### config.mk
export PLATFORM = sky130hd
export DESIGN_NAME = mem_stage_sram_ctrl
export DESIGN_NICKNAME = d
export VERILOG_FILES = /design/src/rtl/mem_stage_sram_ctrl.sv
export SDC_FILE = /design/constraint.sdc
export NUM_CORES = 1
export LEC_CHECK = 0
export ABC_AREA = 1
export ABC_CLOCK_PERIOD_IN_PS = 3400
export CAP_MARGIN = 15
export CORE_ASPECT_RATIO = 1.4
export CORE_UTILIZATION = 49
export CTS_CLUSTER_DIAMETER = 200
export DETAILED_ROUTE_END_ITERATION = 7
export PLACE_DENSITY = 0.91
export SLEW_MARGIN = 5
export SYNTH_ARGS = -nofsm -noshare
export SYNTH_HDL_FRONTEND = slang
export SYNTH_SLANG_ARGS = --single-unit
### constraint.sdc
create_clock -name clk -period 3.4 [get_ports clk]
set_input_delay 0.51 -clock clk [delete_from_list [all_inputs] [get_ports clk]]
set_output_delay 0.51 -clock clk [all_outputs]
set_load 0.005 [all_outputs]
### src/rtl/mem_stage_sram_ctrl.sv
// mem_stage_sram_ctrl: MEM-stage controller splitting 32-bit loads/stores into two 16-bit SRAM half-word accesses.
// Optional macro MEM_ADDR_CHECK_EN: out-of-window addresses skip the SRAM and raise addr_err_out for one cycle.
module mem_stage_sram_ctrl #(
    parameter int unsigned WAIT_CYCLES = 1,
    parameter int unsigned MEM_BASE    = 1024
) (
    input  logic        clk,
    input  logic        rst,
    input  logic        wb_en_in,
    input  logic        mem_r_in,
    input  logic        mem_w_in,
    input  logic [31:0] alu_res_in,
    input  logic [31:0] val_rm_in,
    input  logic [3:0]  dest_in,
    output logic        wb_en_out,
    output logic        mem_r_out,
    output logic [31:0] alu_res_out,
    output logic [3:0]  dest_out,
    output logic [31:0] mem_res_out,
    output logic        freeze_out,
`ifdef MEM_ADDR_CHECK_EN
    output logic        addr_err_out,
`endif
    output logic [17:0] sram_addr,
    output logic [15:0] sram_wdata,
    input  logic [15:0] sram_rdata,
    output logic        sram_dq_oe,
    output logic        sram_we_n
);
    typedef enum logic [1:0] {IDLE, LO, HI, DONE} state_t;

    state_t      state_q, state_d;
    logic [2:0]  cnt_q, cnt_d;
    logic [16:0] addr_q, addr_d;
    logic [31:0] wdata_q, wdata_d;
    logic        wr_q, wr_d;
    logic [15:0] lo_q, lo_d;
    logic [31:0] mem_res_q, mem_res_d;
    logic [17:0] sram_addr_q, sram_addr_d;
    logic [15:0] sram_wdata_q, sram_wdata_d;
    logic        sram_we_n_q, sram_we_n_d;
    logic        sram_dq_oe_q, sram_dq_oe_d;
    logic        req, last, active;
    logic [16:0] word;
`ifdef MEM_ADDR_CHECK_EN
    logic        err_q, err_d;
    logic        range_err;
    assign range_err = ({1'b0, alu_res_in} < 33'(MEM_BASE)) ||
                       ({1'b0, alu_res_in} >= 33'(MEM_BASE) + 33'd524288);
    assign addr_err_out = err_q;
`endif

    assign wb_en_out   = wb_en_in;
    assign mem_r_out   = mem_r_in;
    assign alu_res_out = alu_res_in;
    assign dest_out    = dest_in;
    assign mem_res_out = mem_res_q;
    assign sram_addr   = sram_addr_q;
    assign sram_wdata  = sram_wdata_q;
    assign sram_we_n   = sram_we_n_q;
    assign sram_dq_oe  = sram_dq_oe_q;

    assign req  = mem_r_in | mem_w_in;
    assign last = cnt_q == 3'(WAIT_CYCLES);
    // SRAM word offset; the truncating shift drops byte-offset bits and wraps into the 18-bit space
    assign word = 17'((alu_res_in - 32'(MEM_BASE)) >> 2);
    assign freeze_out = (state_q == IDLE && req) || state_q == LO || state_q == HI;

    // Next-state, capture of the request and read-data assembly; SRAM pins are precomputed from the next state
    always_comb begin
        state_d   = state_q;
        cnt_d     = cnt_q;
        addr_d    = addr_q;
        wdata_d   = wdata_q;
        wr_d      = wr_q;
        lo_d      = lo_q;
        mem_res_d = mem_res_q;
`ifdef MEM_ADDR_CHECK_EN
        err_d     = 1'b0;
`endif
        case (state_q)
            IDLE: begin
                if (req) begin
                    addr_d  = word;
                    wdata_d = val_rm_in;
                    wr_d    = mem_w_in;
                    cnt_d   = 3'd0;
                    state_d = LO;
`ifdef MEM_ADDR_CHECK_EN
                    if (range_err) begin
                        state_d = DONE;
                        err_d   = 1'b1;
                        if (!mem_w_in) mem_res_d = 32'd0;
                    end
`endif
                end
            end
            LO: begin
                if (last && !wr_q) lo_d = sram_rdata;
                cnt_d   = last ? 3'd0 : cnt_q + 3'd1;
                state_d = last ? HI : LO;
            end
            HI: begin
                if (last && !wr_q) mem_res_d = {sram_rdata, lo_q};
                cnt_d   = last ? 3'd0 : cnt_q + 3'd1;
                state_d = last ? DONE : HI;
            end
            default: begin
                cnt_d   = 3'd0;
                state_d = IDLE;
            end
        endcase
        active       = state_d == LO || state_d == HI;
        sram_addr_d  = active ? {addr_d, state_d == HI} : 18'd0;
        sram_wdata_d = (active && wr_d) ? (state_d == HI ? wdata_d[31:16] : wdata_d[15:0]) : 16'd0;
        sram_we_n_d  = !(active && wr_d);
        sram_dq_oe_d = active && wr_d;
    end

    // State and registered outputs; reset aborts any access in flight
    always_ff @(posedge clk or negedge rst) begin
        if (!rst) begin
            state_q      <= IDLE;
            cnt_q        <= 3'd0;
            addr_q       <= 17'd0;
            wdata_q      <= 32'd0;
            wr_q         <= 1'b0;
            lo_q         <= 16'd0;
            mem_res_q    <= 32'd0;
            sram_addr_q  <= 18'd0;
            sram_wdata_q <= 16'd0;
            sram_we_n_q  <= 1'b1;
            sram_dq_oe_q <= 1'b0;
`ifdef MEM_ADDR_CHECK_EN
            err_q        <= 1'b0;
`endif
        end else begin
            state_q      <= state_d;
            cnt_q        <= cnt_d;
            addr_q       <= addr_d;
            wdata_q      <= wdata_d;
            wr_q         <= wr_d;
            lo_q         <= lo_d;
            mem_res_q    <= mem_res_d;
            sram_addr_q  <= sram_addr_d;
            sram_wdata_q <= sram_wdata_d;
            sram_we_n_q  <= sram_we_n_d;
            sram_dq_oe_q <= sram_dq_oe_d;
`ifdef MEM_ADDR_CHECK_EN
            err_q        <= err_d;
`endif
        end
    end
endmodule

# Word-level counts from Yosys, hierarchy flattened
# Cells that the tools add are included.
[word_totals] register_bits=139 in_bits=89 out_inout_bits=107 elab_cells=48
[op_classes] addsub=2 n_eq_ne=6 muxes=16 bitwise=1 n_reduce_logical=12
[op_table] op="32-bit two-way mux" n=2
[op_table] op="17-bit two-way mux" n=2
[op_table] op="16-bit two-way mux" n=2
[op_table] op="19-bit by 11-bit subtractor with 19-bit output, second input constant" n=1
[op_table] op="18-bit two-way mux" n=1
[op_table] op="3-bit two-way mux" n=2
[op_table] op="2-bit one-hot mux with 3 select lines" n=1
[op_table] op="3-bit one-hot mux with 2 select lines" n=1
[op_table] op="2-bit by 1-bit == test with 1-bit output, second input constant" n=2
[op_table] op="2-bit == test, second input constant" n=2
[op_table] op="2-bit two-way mux" n=2
[op_table] op="2-bit AND reduction" n=2
[op_table] op="3-bit by 1-bit adder with 3-bit output, second input constant" n=1
[op_table] op="3-bit by 1-bit == test with 1-bit output, second input constant" n=1
[op_table] op="1-bit logical AND" n=3
[op_table] op="1-bit logical OR" n=3
[op_table] op="1-bit two-way mux" n=3
[op_table] op="1-bit logical NOT" n=2
[op_table] op="2-bit logical NOT" n=1
[op_table] op="2-bit != test, second input constant" n=1
[op_table] op="2-bit OR reduction" n=1
[op_table] op="1-bit OR" n=1

# Depth between registers and ports, before layout
# Gate-level depths: netlist (run 1).
[depth] ltp_word=7 depth_mapped=11

# Worst setup path after synthesis (run 1)
# OpenSTA, ideal clock, no wires.
[synth_path] kind="input to register" from="in mem_w_in" to="reg sram_wdata_q[10] (netlist: sram_wdata[10])" arrival_ps=2004 setup_slack_ps=1324 cell_stages=10 path_buffers=2 cell_sequence="or2_2 > o21ai_0 > o211ai_1 > nand2_1 > ha_1 > buf_1 > nor2_4 > buf_4 > o21ai_0 > nor2_1"
[synth_via] elab_chain_len=7 elab_cells_between_ends=13 classes_between="eq/ne (2); mux (8); bitwise (1); reduce/logical (2)"
[synth_lines] item="start: declaration" line="11" rtl="input logic mem_w_in,"
[synth_lines] item="1-bit OR" line="63" rtl="assign req = mem_r_in | mem_w_in;"
[synth_lines] item="2-bit two-way mux" line="83" rtl="if (req) begin"
[synth_lines] item="2-bit one-hot mux with 3 select lines" line="81" rtl="case (state_q)"
[synth_lines] item="2-bit by 1-bit == test with 1-bit output / 2-bit == test (equally long branches)" line="113" rtl="active = state_d == LO || state_d == HI;"
[synth_lines] item="1-bit logical OR" line="113"
[synth_lines] item="1-bit logical AND *"
[synth_lines] item="named net sram_dq_oe_d" line="42" rtl="logic sram_dq_oe_q, sram_dq_oe_d;"
[synth_lines] item="16-bit two-way mux *" line="115" rtl="sram_wdata_d = (active && wr_d) ? (state_d == HI ? wdata_d[31:16] : wdata_d[15:0]) : 16'd0;"
[synth_lines] item="named net sram_wdata_d[10]" line="40" rtl="logic [15:0] sram_wdata_q, sram_wdata_d;"
[synth_lines] item="end signal: assignment" line="146" rtl="sram_wdata_q <= sram_wdata_d;"
[synth_lines] item="end: declaration" line="40"
# Mark *: on every way through the listed nets, which the timed path passes. The rest lies on a longest branch.
# A chain may end at the register's enable or synchronous reset.

# Worst setup path after layout (run 1)
[layout_path] from="reg state_q[1]" to="out freeze_out"
[layout_via] elab_chain_len=4 elab_cells_between_ends=6 classes_between="eq/ne (2); reduce/logical (4)"
[layout_lines] item="start: declaration" line="32" rtl="state_t state_q, state_d;"
[layout_lines] item="start signal: assignment" line="138" rtl="state_q <= state_d;"
[layout_lines] item="2-bit logical NOT" line="67" rtl="assign freeze_out = (state_q == IDLE && req) || state_q == LO || state_q == HI;"
[layout_lines] item="1-bit logical AND" line="67"
[layout_lines] item="1-bit logical OR" line="67"
[layout_lines] item="1-bit logical OR *" line="67"
[layout_lines] item="end: declaration" line="20" rtl="output logic freeze_out,"
# Every way passes the cells marked *; elsewhere a longest branch is shown, timed or not.

==> results of run 1 <==
## synthesized netlist by cell type (all sizes together)
master | n | share of area (%)
a21oi | 2 | 0.17
dfstp | 1 | 0.45
o21ai | 84 | 7.3
o211ai | 1 | 0.13
clkbuf | 5 | 0.34
ha | 6 | 1.3
nand2 | 174 | 11
inv | 74 | 4.8
nor2 | 60 | 4.0
dfrtp | 138 | 59
nor3 | 1 | 0.28
nand3 | 15 | 1.6
buf | 57 | 7.2
nand4 | 1 | 0.11
or2 | 17 | 1.8
## layer usage
metal / global-route usage (%) / up-vias / wire length, um
li1: - / 2150 / -
met3: 5.84 / 24 / 536
met5: 0 / - / 0
met4: 9.32 / 0 / 279
met2: 35.6 / 125 / 6340
met1: 26.0 / 1995 / 5120
## area by class of cell
cell class                 instances  area [sq um]  area share (%)
clock buffer                      19           453            5.80
clock inverter                    13           189            2.42
inverter                          74           278            3.56
multi-input combinational        361          1630            20.8
sequential                       139          3480            44.6
tap                              144           180            2.31
timing repair buffer             160          1600            20.5
## registers in the layout (all words and copies together) (netlist names)
register     cells
sram_dq_oe       1
cnt_q            3
wdata_q         32
mem_res_out     32
state_q          2
lo_q            16
wr_q             1
sram_addr       18
sram_wdata      16
addr_q          17
sram_we_n        1
## logic make-up after synthesis
kind of cell / count (synthesis) / synth area share [%]
compound gates: 87 / 7.59
fa+ha+maj: 6 / 1.29
buf+inv: 136 / 12.3
simple gates: 268 / 19.1
flops: 139 / 59.8
## worst register-to-register path: cells and delay by family, from the launching register on
kind	cells	cell delay (ns)
buf+inv	4	0.75
fa+ha+maj	2	0.45
simple gates	3	0.35
flops	1	0.40
compound gates	1	0.17
## stage by stage
step | hold slack [ns] | std cells | worst slack [ns]
floorplan | 0.214 | 636 | 1.32
global placement | 0.446 | 878 | 0.798
detailed placement | 0.456 | 878 | 0.745
CTS | 0.165 | 910 | 0.929
global route | 0.192 | 910 | 0.803
finish | 0.149 | 910 | 0.957
## final timing paths
path	cells past startpoint	startpoint	to	slack (ns)
hold reg to reg	2	wdata_q[24]	wdata_q[24]	0.47
setup / recovery	7	state_q[1]	freeze_out	0.96
hold / removal	1	rst	sram_addr[6]	0.15
setup reg to reg	10	state_q[1]	sram_wdata[7]	1.22
max in group asynchronous	2	rst	mem_res_out[28]	2.50
min in group clk	2	wdata_q[24]	wdata_q[24]	0.47
## power groups by stage
stage          Sequential, mW  Clock (mW)  Combinational [mW]
3_5_place_dp             2.69           0                2.64
5_1_grt                  2.75        2.07                2.97
4_1_cts                  2.68        2.00                2.65
3_3_place_gp             2.66           0                2.52
2_1_floorplan            2.68           0                1.52
6_report                 2.67        1.96                2.61
==> results.tsv, run 1 <==
stage	metric	value	unit
power_and_ir_drop	Max VDD drop	0.557	mV
sta	final hold vios	0	
power_and_ir_drop	Sw Ratio	33.1	%
clock_network	Clk pin slew, worst setup/hold paths	0.06	ns
finish	most frequent cells in the layout	173 x nand2_1, 154 x clkdlybuf4s50_1, 138 x dfrtp_1	
route	Post-route DRC	0	
power_and_ir_drop	Power per Cell Area	928	mW/mm^2
sta	Period minus WS final	2.44	ns
clock_network	Worst-Skew Late Latency	0.40	ns
global_routing	GRT Util Overall	21.3	%
sta	final worst-path cycle share	71.8	%
placement	Placement Cell Area	0.00717	sq mm
synthesis	Yosys cell types	27	
clock_network	Sink Count	139	
finish	Area growth syn-to-layout	34.1	%
clock_network	Post-CTS Hold Fix Bufs	0	
setup_path	Crit path arrival time	1.93	ns
global_routing	Overflow after GRT	0	
flow_run	total of max-cap violations	0	
power_and_ir_drop	P_int	4.85	mW
finish	Nets	848	
clock_network	CTS resizes	0	
placement	routability cong.	0.803	
setup_path	Crit Path Class	register to output port	
clock_network	TritonCTS clock tree	built	
route	Total Wirelength	12.3	mm
floorplanning	die width	94.1	um
route	1st-pass router iterations	4	
floorplanning	Die Y	131	um
global_routing	vias in the first global route	4255	
global_routing	largest net degree at the start of global routing	85	
clock_network	postcts setup bufs	0	
finish	commonest non-fill, non-tap cell in the layout	nand2_1	
setup_path	CP Cell Sequence	inv_1, ha_1, nand2_1, nand2_2, inv_2, nand2_1, clkdlybuf4s50_1	
route	DR vias	4294	
sta	final setup vio count	0	
synthesis	sequential-to-total area share from yosys stat	59.8	%
setup_path	Critical Path Sink Type	output port	
floorplanning	Row Count	46	
status	status	finished clean	
power_and_ir_drop	P_sw	2.40	mW
clock_network	maximum clock insertion buffer count	2	
power_and_ir_drop	Total Power	7.24	mW
synthesis	post-synthesis cell area	0.00582	sq mm
synthesis	Syn Area/Cell	9.15	sq um
sta	Max Fclk	409	MHz
finish	fillers	857	
finish	share of cells above drive strength 1	8.22	%
finish	post-route cell area	0.00781	sq mm
sta	Setup TNS Final	0	ns
power_and_ir_drop	clock power share	27.1	%
route	Post-DRT Antenna Nets	0	
floorplanning	core area	0.0115	sq mm
setup_path	Worst path slowest cell	clkdlybuf4s50_1	
setup_path	startpoint types	register	
setup_path	peak per-stage delay on the critical path	0.52	ns
setup_path	Buf+Inv Stages, Crit Path	3	
sta	final count of pins violating max slew	0	
placement	PortBufs	155	
floorplanning	Initial Util	50.8	%
finish	n_diodes	0	
clock_network	CTS buffer count	17	
global_routing	first-pass GRT wire length	20.0	mm
power_and_ir_drop	Logic pwr share	36.0	%
setup_path	required time worst endpoint	2.89	ns
sta	Slew @ Worst Pin	0.735	ns
setup_path	crit path max fanout	4	
route	vias per cell	4.72	
sta	unrepaired setup endpoints after global routing	false	
floorplanning	Boundary Pins	196	
clock_network	H-tree levels	4	
sta	normalized max-slew margin	51.0	%
setup_path	most frequent CP cell	nand2_1	
floorplanning	Die Area	0.0123	sq mm
placement	dpl hpwl	8.55	mm
global_routing	initial antenna violation count	0	
power_and_ir_drop	sequential share of power	36.9	%
synthesis	Synth Net Count	731	
route	Iter 0 DRT Violations	201	
clock_network	CTS root buffer	clkbuf_16	
setup_path	Crit path max-delay family	buffers and inverters	
synthesis	synth warn	0	
route	Avg WL per Cell	13.5	um
min_path	min-delay worst type	primary input to async pin	
power_and_ir_drop	Leak	3.86	nW
synthesis	synthesized flop and latch total	139	
synthesis	Syn Inst Count	636	
finish	fin util	68.2	%
sta	Layout Skew	0.00931	ns
Note: power is estimated with default switching activity, not from simulation.
==> inputs of run 2 (changes only) <==
--- a/config.mk
+++ b/config.mk
@@ -6,13 +6,13 @@
 export NUM_CORES = 1
 export LEC_CHECK = 0
 export ABC_AREA = 1
-export ABC_CLOCK_PERIOD_IN_PS = 3400
+export ABC_CLOCK_PERIOD_IN_PS = 2300
 export CAP_MARGIN = 15
 export CORE_ASPECT_RATIO = 1.4
-export CORE_UTILIZATION = 49
+export CORE_UTILIZATION = 46
 export CTS_CLUSTER_DIAMETER = 200
 export DETAILED_ROUTE_END_ITERATION = 7
-export PLACE_DENSITY = 0.91
+export PLACE_DENSITY = 0.87
 export SLEW_MARGIN = 5
 export SYNTH_ARGS = -nofsm -noshare
 export SYNTH_HDL_FRONTEND = slang
==> constraint.sdc (replaced) <==
create_clock -name clk -period 2.3 [get_ports clk]
set_input_delay 0.345 -clock clk [delete_from_list [all_inputs] [get_ports clk]]
set_output_delay 0.345 -clock clk [all_outputs]
set_load 0.005 [all_outputs]
==> results.tsv, run 2 (synthesis gave the netlist of run 1 again) <==
stage	metric	value	unit	change
global_routing	largest net degree at the start of global routing	65		-24%
placement	dpl cells	887		+1.0%
clock_network	H-tree levels	4		unchanged
setup_path	required time worst endpoint	2.62	ns	-0.27 ns
sta	final worst-path cycle share	91.9	%	
finish	share of cells above drive strength 1	8.70	%	+0.48 points
route	Post-route DRC	0		unchanged
setup_path	peak per-stage delay on the critical path	0.42	ns	-0.10 ns
setup_path	Crit path arrival time	2.44	ns	+0.51 ns
sta	Final Worst Setup Slack	0.187	ns	-0.770 ns
finish	Nets	852		+0.47%
placement	routability cong.	0.789		-1.7%
power_and_ir_drop	Max VDD drop	0.689	mV	+24%
finish	final non-filler cell total	920		+1.1%
min_path	min-delay src	wdata_q[6]		
floorplanning	Row Count	48		+4.3%
clock_network	TritonCTS clock tree	built		
sta	Slew @ Worst Pin	0.661	ns	-0.0740 ns
setup_path	Crit Path Class	register to register		
setup_path	crit path max fanout	16		+12
power_and_ir_drop	Power per Cell Area	1380	mW/mm^2	+49%
sta	final hold vios	0		unchanged
placement	Placement Cell Area	0.00723	sq mm	+0.94%
min_path	min-delay worst type	register to register		
global_routing	met3 capacity usage during global routing	4.40	%	-1.4 points
setup_path	Crit path max-delay family	buffers and inverters		
clock_network	Worst-Skew Late Latency	0.40	ns	about the same
setup_path	Worst path slowest cell	inv_1		
finish	most frequent cells in the layout	173 x nand2_1, 153 x clkdlybuf4s50_1, 138 x dfrtp_1		
sta	final count of pins violating max slew	0		unchanged
setup_path	R2R depth	9		-1
sta	normalized max-slew margin	55.9	%	+4.9 points
route	Total Wirelength	12.5	mm	+2.0%
route	1st-pass router iterations	5		+1
placement	dpl hpwl	8.59	mm	+0.44%
finish	storage element area	0.00348	sq mm	unchanged
route	Iter 0 DRT Violations	178		-11%
setup_path	Buf+Inv Stages, Crit Path	3		unchanged
min_path	WHS Endpoint	wdata_q[6]		
global_routing	met2 global-route usage	36.1	%	+0.52 points
global_routing	GRT Util Overall	20.1	%	-1.2 points
power_and_ir_drop	Leak	3.90	nW	+0.97%
min_path	Hold Path Depth	2		
finish	fin util	64.2	%	-3.9 points
global_routing	GRT met1 Usage	22.9	%	-3.1 points
route	DR vias	4371		+1.8%
floorplanning	Initial Util	47.3	%	-3.5 points
clock_network	Clk pin slew, worst setup/hold paths	0.06	ns	about the same
status	status	finished clean		
sta	final setup vio count	0		unchanged
clock_network	maximum clock insertion buffer count	2		unchanged
setup_path	reg2reg end	sram_wdata[12]		
finish	multi-input logic area	0.00164	sq mm	+0.77%
placement	Place WS	-0.0483	ns	-0.793 ns
setup_path	start of the worst register-to-register path	state_q[1]		
floorplanning	die width	97.1	um	+3.1%
clock_network	CTS buffer count	17		unchanged
floorplanning	Boundary Pins	196		unchanged
flow_run	total of max-cap violations	0		unchanged
clock_network	CTS root buffer	clkbuf_16		
sta	Period minus WS final	2.11	ns	
setup_path	Reg2Reg Setup Slack	0.19	ns	-1.03 ns
clock_network	Sink Count	139		unchanged
finish	commonest non-fill, non-tap cell in the layout	nand2_1		
setup_path	CP Cell Sequence	inv_2, ha_1, inv_1, o211ai_1, nand2_1, ha_1, inv_1, nor2_1, nor2_1		
sta	Setup TNS Final	0	ns	unchanged
route	vias per cell	4.75		+0.69%
route	Avg WL per Cell	13.6	um	+0.88%
global_routing	vias in the first global route	4287		+0.75%
floorplanning	Die Area	0.0131	sq mm	+6.4%
setup_path	Critical Path Sink Type	register		
finish	fillers	950		+11%
global_routing	initial antenna violation count	0		unchanged
finish	Area growth syn-to-layout	35.8	%	
floorplanning	core area	0.0123	sq mm	+7.5%
global_routing	Overflow after GRT	0		unchanged
sta	Max Fclk	473	MHz	
finish	n_diodes	0		unchanged
sta	unrepaired setup endpoints after global routing	false		
setup_path	startpoint types	register		
global_routing	GRT Max-Usage Layer	met2		
global_routing	first-pass GRT wire length	20.6	mm	+2.8%
route	Post-DRT Antenna Nets	0		unchanged
placement	PortBufs	155		unchanged
floorplanning	Die Y	135	um	+3.2%
sta	Layout Skew	0.00732	ns	-0.00200 ns
finish	post-route cell area	0.00791	sq mm	+1.3%
-- run 2: area by class of cell --
type	instances	area share, %
Tap cell	150	2.37
Clock inverter	13	2.74
Inverter	74	3.51
Timing Repair Buffer	164	21.2
Multi-Input combinational cell	361	20.7
Sequential cell	139	44.0
Clock buffer	19	5.47
-- run 2: power breakdown --
group	switching, mW	leakage, nW	internal [mW]
Sequential	0.420	1.70	3.55
Combinational	2.15	1.88	1.87
Clock	1.01	0.310	1.94
-- run 2: metrics by stage --
stage | total power [mW] | hold WS (ns)
3_5_place_dp | 8.00 | 0.334
3_3_place_gp | 7.80 | 0.329
5_1_grt | 11.7 | 0.478
2_1_floorplan | 6.21 | 0.0494
6_report | 10.9 | 0.461
4_1_cts | 11.1 | 0.471
-- run 2: worst register-to-register path, delay by kind of cell, from the launching register on --
family	cells	cell delay (ns)
flops	1	0.40
compound gates	1	0.21
buf+inv	3	0.61
fa+ha+maj	2	0.46
simple gates	3	0.35
-- run 2: timing repair --
| action | in CTS | in global routing |
|---|---|---|
| setup buffers | 0 | 0 |
| hold buffers | 1 | 0 |
| endpoints found under the hold margin | 52 | 0 |
| cloned | 0 | 0 |
| endpoints found under the setup margin | 1 | 1 |
| gates resized for setup | 4 | 1 |
-- run 2: worst max path at each step --
stage	endpoint	slack [ns]	cells after the start	from
2_1_floorplan	sram_addr[11]	0.27	9	state_q[1]
3_3_place_gp	sram_wdata[12]	0.08	10	mem_w_in
3_5_place_dp	sram_wdata[12]	-0.05	10	mem_r_in
4_1_cts	freeze_out	0.01	7	state_q[0]
5_1_grt	sram_wdata[10]	0.008	8	cnt_q[1]
6_report	sram_wdata[12]	0.19	9	state_q[1]
-- run 2: routing by layer --
layer  vias up  share of wire [%]
met1      2052                 40
met3        28                4.2
met4         0                2.7
li1       2159                  -
met2       132                 53
met5         -                  0
==> inputs of run 3 (changes only) <==
--- a/config.mk
+++ b/config.mk
@@ -10,10 +10,9 @@
 export CAP_MARGIN = 15
 export CORE_ASPECT_RATIO = 1.4
 export CORE_UTILIZATION = 46
-export CTS_CLUSTER_DIAMETER = 200
 export DETAILED_ROUTE_END_ITERATION = 7
 export PLACE_DENSITY = 0.87
-export SLEW_MARGIN = 5
+export SLEW_MARGIN = 20
 export SYNTH_ARGS = -nofsm -noshare
 export SYNTH_HDL_FRONTEND = slang
 export SYNTH_SLANG_ARGS = --single-unit
==> results of run 3 <==
Same layout as run 2: the final DEF is identical, and so are final timing and power.
